[config.mk]
export PLATFORM = sky130hd
export DESIGN_NAME = if_fetch_unit
export DESIGN_NICKNAME = d
export VERILOG_FILES = /design/src/rtl/if_fetch_unit.sv
export SDC_FILE = /design/constraint.sdc
export NUM_CORES = 1
export LEC_CHECK = 0
export CAP_MARGIN = 20
export CORE_UTILIZATION = 58
export CTS_CLUSTER_SIZE = 20
export DETAILED_ROUTE_END_ITERATION = 8
export GPL_TIMING_DRIVEN = 0
export PLACE_DENSITY = 0.86
export SYNTH_ARGS = -nofsm -noshare
export SYNTH_HDL_FRONTEND = slang
export SYNTH_SLANG_ARGS = --single-unit
[constraint.sdc]
create_clock -name clk -period 4.5 [get_ports clk]
set_input_delay 0.45 -clock clk [delete_from_list [all_inputs] [get_ports clk]]
set_output_delay 0.45 -clock clk [all_outputs]
set_load 0.01 [all_outputs]
[src/rtl/if_fetch_unit.sv]
// if_fetch_unit: instruction-fetch stage feeding IF/ID; owns the PC and a req/ack instruction-memory port.
// Latency: if_valid rises the edge after imem_ack; zero-wait memory sustains one instruction per cycle.
// Backpressure: pc_write=0 parks an acked word in a hold buffer (imem_req low); redirects squash in-flight fetches.
// Optional feature macro: IF_PERF_CNT_EN adds fetch_count/stall_count output ports.
module if_fetch_unit #(
  parameter logic [31:0] RESET_PC = 32'h0000_0000
) (
  input  logic        clk,
  input  logic        rst,
  input  logic        pc_write,
  input  logic        branch_taken,
  input  logic [31:0] branch_target,
  output logic        imem_req,
  output logic [31:0] imem_addr,
  input  logic        imem_ack,
  input  logic [31:0] imem_rdata,
  output logic [31:0] pc_plus_out,
  output logic [31:0] inst_out,
  output logic        if_valid,
`ifdef IF_PERF_CNT_EN
  output logic [31:0] fetch_count,
  output logic [31:0] stall_count,
`endif
  output logic        if_flush
);

  typedef enum logic [1:0] {
    S_FETCH   = 2'd0,
    S_HOLD    = 2'd1,
    S_DISCARD = 2'd2
  } state_e;

  state_e      state_q;
  logic [31:0] pc_q;
  logic [31:0] pend_q;
  logic [31:0] hold_inst_q;
  logic [31:0] hold_pcp_q;
  logic [31:0] inst_q;
  logic [31:0] pcp_q;
  logic        req_q;
  logic        valid_q;

  logic [31:0] pc_inc;
  logic [31:0] tgt;
  logic        ack;

  assign pc_inc = pc_q + 32'd4;
  assign tgt    = branch_target & ~32'h3;
  // An ack is only meaningful while a request is actually on the bus.
  assign ack    = imem_ack & req_q;

  assign imem_req    = req_q;
  assign imem_addr   = pc_q;
  assign pc_plus_out = pcp_q;
  assign inst_out    = inst_q;
  assign if_valid    = valid_q;
  assign if_flush    = branch_taken;

  // Fetch FSM: PC ownership, squash/hold handling and registered IF/ID outputs.
  always_ff @(posedge clk or negedge rst) begin
    if (!rst) begin
      state_q     <= S_FETCH;
      pc_q        <= RESET_PC & ~32'h3;
      pend_q      <= 32'h0;
      hold_inst_q <= 32'h0;
      hold_pcp_q  <= 32'h0;
      inst_q      <= 32'h0;
      pcp_q       <= 32'h0;
      req_q       <= 1'b0;
      valid_q     <= 1'b0;
    end else begin
      // Request stays up everywhere except while parked in HOLD.
      req_q   <= 1'b1;
      valid_q <= 1'b0;
      case (state_q)
        S_FETCH: begin
          if (ack) begin
            if (branch_taken) begin
              pc_q <= tgt;
            end else if (pc_write) begin
              inst_q  <= imem_rdata;
              pcp_q   <= pc_inc;
              valid_q <= 1'b1;
              pc_q    <= pc_inc;
            end else begin
              hold_inst_q <= imem_rdata;
              hold_pcp_q  <= pc_inc;
              req_q       <= 1'b0;
              state_q     <= S_HOLD;
            end
          end else if (branch_taken) begin
            // The outstanding fetch must still be drained before redirecting.
            pend_q  <= tgt;
            state_q <= S_DISCARD;
          end
        end
        S_HOLD: begin
          if (branch_taken) begin
            pc_q    <= tgt;
            state_q <= S_FETCH;
          end else if (pc_write) begin
            inst_q  <= hold_inst_q;
            pcp_q   <= hold_pcp_q;
            valid_q <= 1'b1;
            pc_q    <= hold_pcp_q;
            state_q <= S_FETCH;
          end else begin
            req_q <= 1'b0;
          end
        end
        S_DISCARD: begin
          if (ack) begin
            pc_q    <= branch_taken ? tgt : pend_q;
            state_q <= S_FETCH;
          end else if (branch_taken) begin
            pend_q <= tgt;
          end
        end
        default: begin
          state_q <= S_FETCH;
        end
      endcase
    end
  end

`ifdef IF_PERF_CNT_EN
  logic [31:0] fetch_cnt_q;
  logic [31:0] stall_cnt_q;

  // Free-running counters of delivered instructions and cycles spent parked in HOLD.
  always_ff @(posedge clk or negedge rst) begin
    if (!rst) begin
      fetch_cnt_q <= 32'h0;
      stall_cnt_q <= 32'h0;
    end else begin
      if (valid_q) begin
        fetch_cnt_q <= fetch_cnt_q + 32'd1;
      end
      if (state_q == S_HOLD) begin
        stall_cnt_q <= stall_cnt_q + 32'd1;
      end
    end
  end

  assign fetch_count = fetch_cnt_q;
  assign stall_count = stall_cnt_q;
`endif

endmodule

==> metrics.md <==
| Metric | Value |
|---|---|
| Outcome | finished, violations left |
| Violated checks | negative hold slack |
| Crit-path cells | inv_1 -> ha_1 -> clkbuf_1 -> nor2_1 -> a211o_1 -> clkbuf_1 -> clkbuf_1 -> nand2_1 -> o21ai_0 |
| Routed vias/inst | about 6.5 |
| GPL Wtd Cong | 0.9808 |
| CP startpoint kind | flip-flop |
| Cell family with most CP delay | buffers and inverters |
| Worst Setup SP | state_q[0] |
| Sequential share of the synthesized area | 0.5039 |
| Synth cell types | 63 |
| Clock Skew | between 7 and 8 ps |
| Post-CTS Resized | 0 |
| CTS Hold Bufs | 0 |
| Core area | 16120 µm² |
| Via count | 8893 |
| Final setup viols | 0 |
| Most frequent cells in the layout | dfrtp_1 (196), clkdlybuf4s50_1 (164), nand2_1 (149) |
| IO Pins | 168 |
| Dominant cells by area after synthesis | dfrtp_1 (50%), mux2_2 (9.1%), nand2_1 (5.7%) |
| GRT Util Overall | 0.3588 |
| Peak per-stage delay on the critical path | 620 ps |
| First-pass GRT wire length | 47450 µm |
| CTS tree | done |
| Headroom to the max-slew limit | 0.4250 |
| Die area | 17310 µm² |
| Total wire length | just over 30000 µm |
| Rows | 46 |
| Clock root buffer master | clkbuf_16 |
| Crit-path most repeated cell | clkbuf_1 |
| CP Data Required Time | 4850 ps |
| Diodes inserted | 0 |
| WS Path Type | flip-flop to flip-flop |
| Placed Area | 11690 µm² |
| Post-Route Hold Slack | -1.491 ps |
| Skew-Pair Late Insertion Delay | 440 ps |
| Post-place setup slack | between 1000 and 1500 ps |
| Endpoints failing hold | 1 |
| Crit path arrival time | 3590 ps |
| Num Clock Sinks | just under 200 |
| Clock transition at path regs | ~70 ps |
| H-tree Lvls | 4 |
| Nets@finish | 1222 |
| Slew Limit Fails | 0 |
| Initial core utilization | 0.6040 |
| GRT Residual Overflow | 0 |
| Setup TNS | 0 ps |
| Slowest cell on the critical path | clkbuf_1 |
| Period utilisation layout | 0.7214 |
| Critical R2R Launch | state_q[0] |
| Largest net degree at the start of global routing | 100 |
| Net Count, Synth | 1036 |
| # DRC | 0 |
| Die width | 131.6 µm |
| Iter 0 DRT Violations | 1280 |
| CTS Buf Count | 17 |
| Ys async rst share | 1.000 |
| WP buf/inv | 4 |
| HP Class | input port to async pin |
| Post-DRT Antenna Nets | 0 |
| HPWL Detailed | 20950 µm |
| Fin worst setup slack | 1254 ps |
| P&R area growth vs syn | 26.21% |
| PortBufs | ~170 |
| Leakage Power | 5.105 nW |
| Maximum vdd drop | 506.6 µV |
| Yosys top cell area share | 0.5039 |
| RSZ-0062 raised after global routing | no |
| Post-synthesis register bit count | around 200 |
| Fin area | 12290 µm² |
| Post-synth top area cell | dfrtp_1 |
| Setup bufs post-CTS | 0 |
| Vias in the first global route | 8512 |
| Wirelength per Cell | 22.10 µm |
| Cells after synthesis | between 900 and 1k |
| FMAX | 308.1 MHz |
| Leading cell type in the layout, fill and taps excluded | dfrtp_1 |
| Initial antenna violation count | 0 |
| Crit. End Element | flip-flop |
| Max_cap viols | 0 |
| Min Tclk post-route | 3246 ps |
| Worst-Margin Slew | 862.5 ps |
| Die Ht | 131.6 µm |
| CP Max Fanout | 10 |
| Area of the multi-input gates | approximately 4500 µm² |
| EDFF count, synth | 0 |
| Synth Area per Inst | 10.11 µm² |
| Register area | 4905 µm² |
| Mapped Area | 9734 µm² |
| Pwr per Cell Area | around 740 nW/µm² |
| Predominant post-synthesis flop cell | dfrtp_1 |
| Layout cells sized above 1 | 0.1145 |
| First-pass DRT Iterations | 7 |
| Warnings, synthesis | 0 |
| CTS max path bufs | 2 |
| Fill count | 1081 |
-- path summary, 6_finish.rpt --
path,end,slack [ps],depth (start not counted)
worst min-delay path,inst_out[23],-1,1
worst max register to register,imem_addr[24],1250,9
worst min register to register,inst_out[0],480,2
worst max-delay path,imem_addr[24],1250,9
max in group asynchronous,hold_pcp_q[15],3520,2
min in group clk,inst_out[0],480,2
-- stage by stage --
stage	power [mW]	hold slack, ps	utilization	cells
after global placement	7.165	459.6	0.7233	1344
after CTS	8.901	53.65	0.7620	1377
after detailed placement	7.337	470.8	0.7253	1345
after global routing	9.448	78.85	0.7623	1378
after floorplan	5.470	154.4	-	963
final	9.041	-1.491	0.7623	1378
-- logic make-up after synthesis --
logic type               synth area share
XOR/XNOR                          0.02339
multiplexers                       0.1377
AO/OA/AOI/OAI                      0.1598
buffers and inverters             0.03843
flip-flops                         0.5039
adder cells (fa/ha/maj)          0.005142
AND/OR/NAND/NOR                    0.1317
-- Yosys cell counts (7+ instances only) --
library cell,count
a211oi_1,8
a21oi_1,32
a221oi_1,8
a22oi_1,10
a2bb2oi_1,7
a31oi_1,13
and2_1,7
clkbuf_1,62
dfrtp_1,196
inv_1,13
mux2_2,79
mux2i_1,45
nand2_1,149
nand3_1,14
nand4_1,17
nor2_1,30
nor2b_1,11
nor3_1,11
o211ai_1,8
o21ai_0,111
o22ai_1,7
o31ai_1,7
xnor2_1,13
xor2_1,13
-- worst register-to-register path, stage by stage (launching register included) --
cell and delay (ps):
dfrtp_1 410, inv_1 100, ha_1 300, clkbuf_1 290, nor2_1 320, a211o_1 230, clkbuf_1 600, clkbuf_1 620
nand2_1 150, o21ai_0 130
-- layout make-up --
class                           instances  share of cell area
Clock buffer                           19             0.03524
Sequential cell                       196              0.3992
Clock inverter                         13             0.01293
Timing Repair Buffer                  167              0.1375
Tap cell                              216             0.02200
Inverter                               14            0.004277
Multi-Input combinational cell        676              0.3627
Buffer                                 77             0.02617
-- layer usage --
layer	global-route usage	wire length, µm	vias to the layer above
met5	0	0	-
met4	0.1589	1243	0
met3	0.08295	3514	133
met2	0.5556	13980	638
met1	0.4825	11720	4302
li1	-	-	3820
-- flip-flops by register name, indices dropped and copies added (netlist names) --
register	count
state_q	2
hold_pcp_q	32
pend_q	32
if_valid	1
imem_addr	32
imem_req	1
inst_out	32
hold_inst_q	32
pc_plus_out	32
-- where the power goes --
| group | internal (mW) | switching (mW) | leakage [nW] |
|---|---|---|---|
| Combinational | 1.91 | 2.36 | 2.41 |
| Sequential | 2.58 | 0.633 | 2.41 |
| Clock | 0.875 | 0.686 | 0.288 |
| Total | 5.36 | 3.68 | 5.10 |
(Power assumes the default switching activity.)
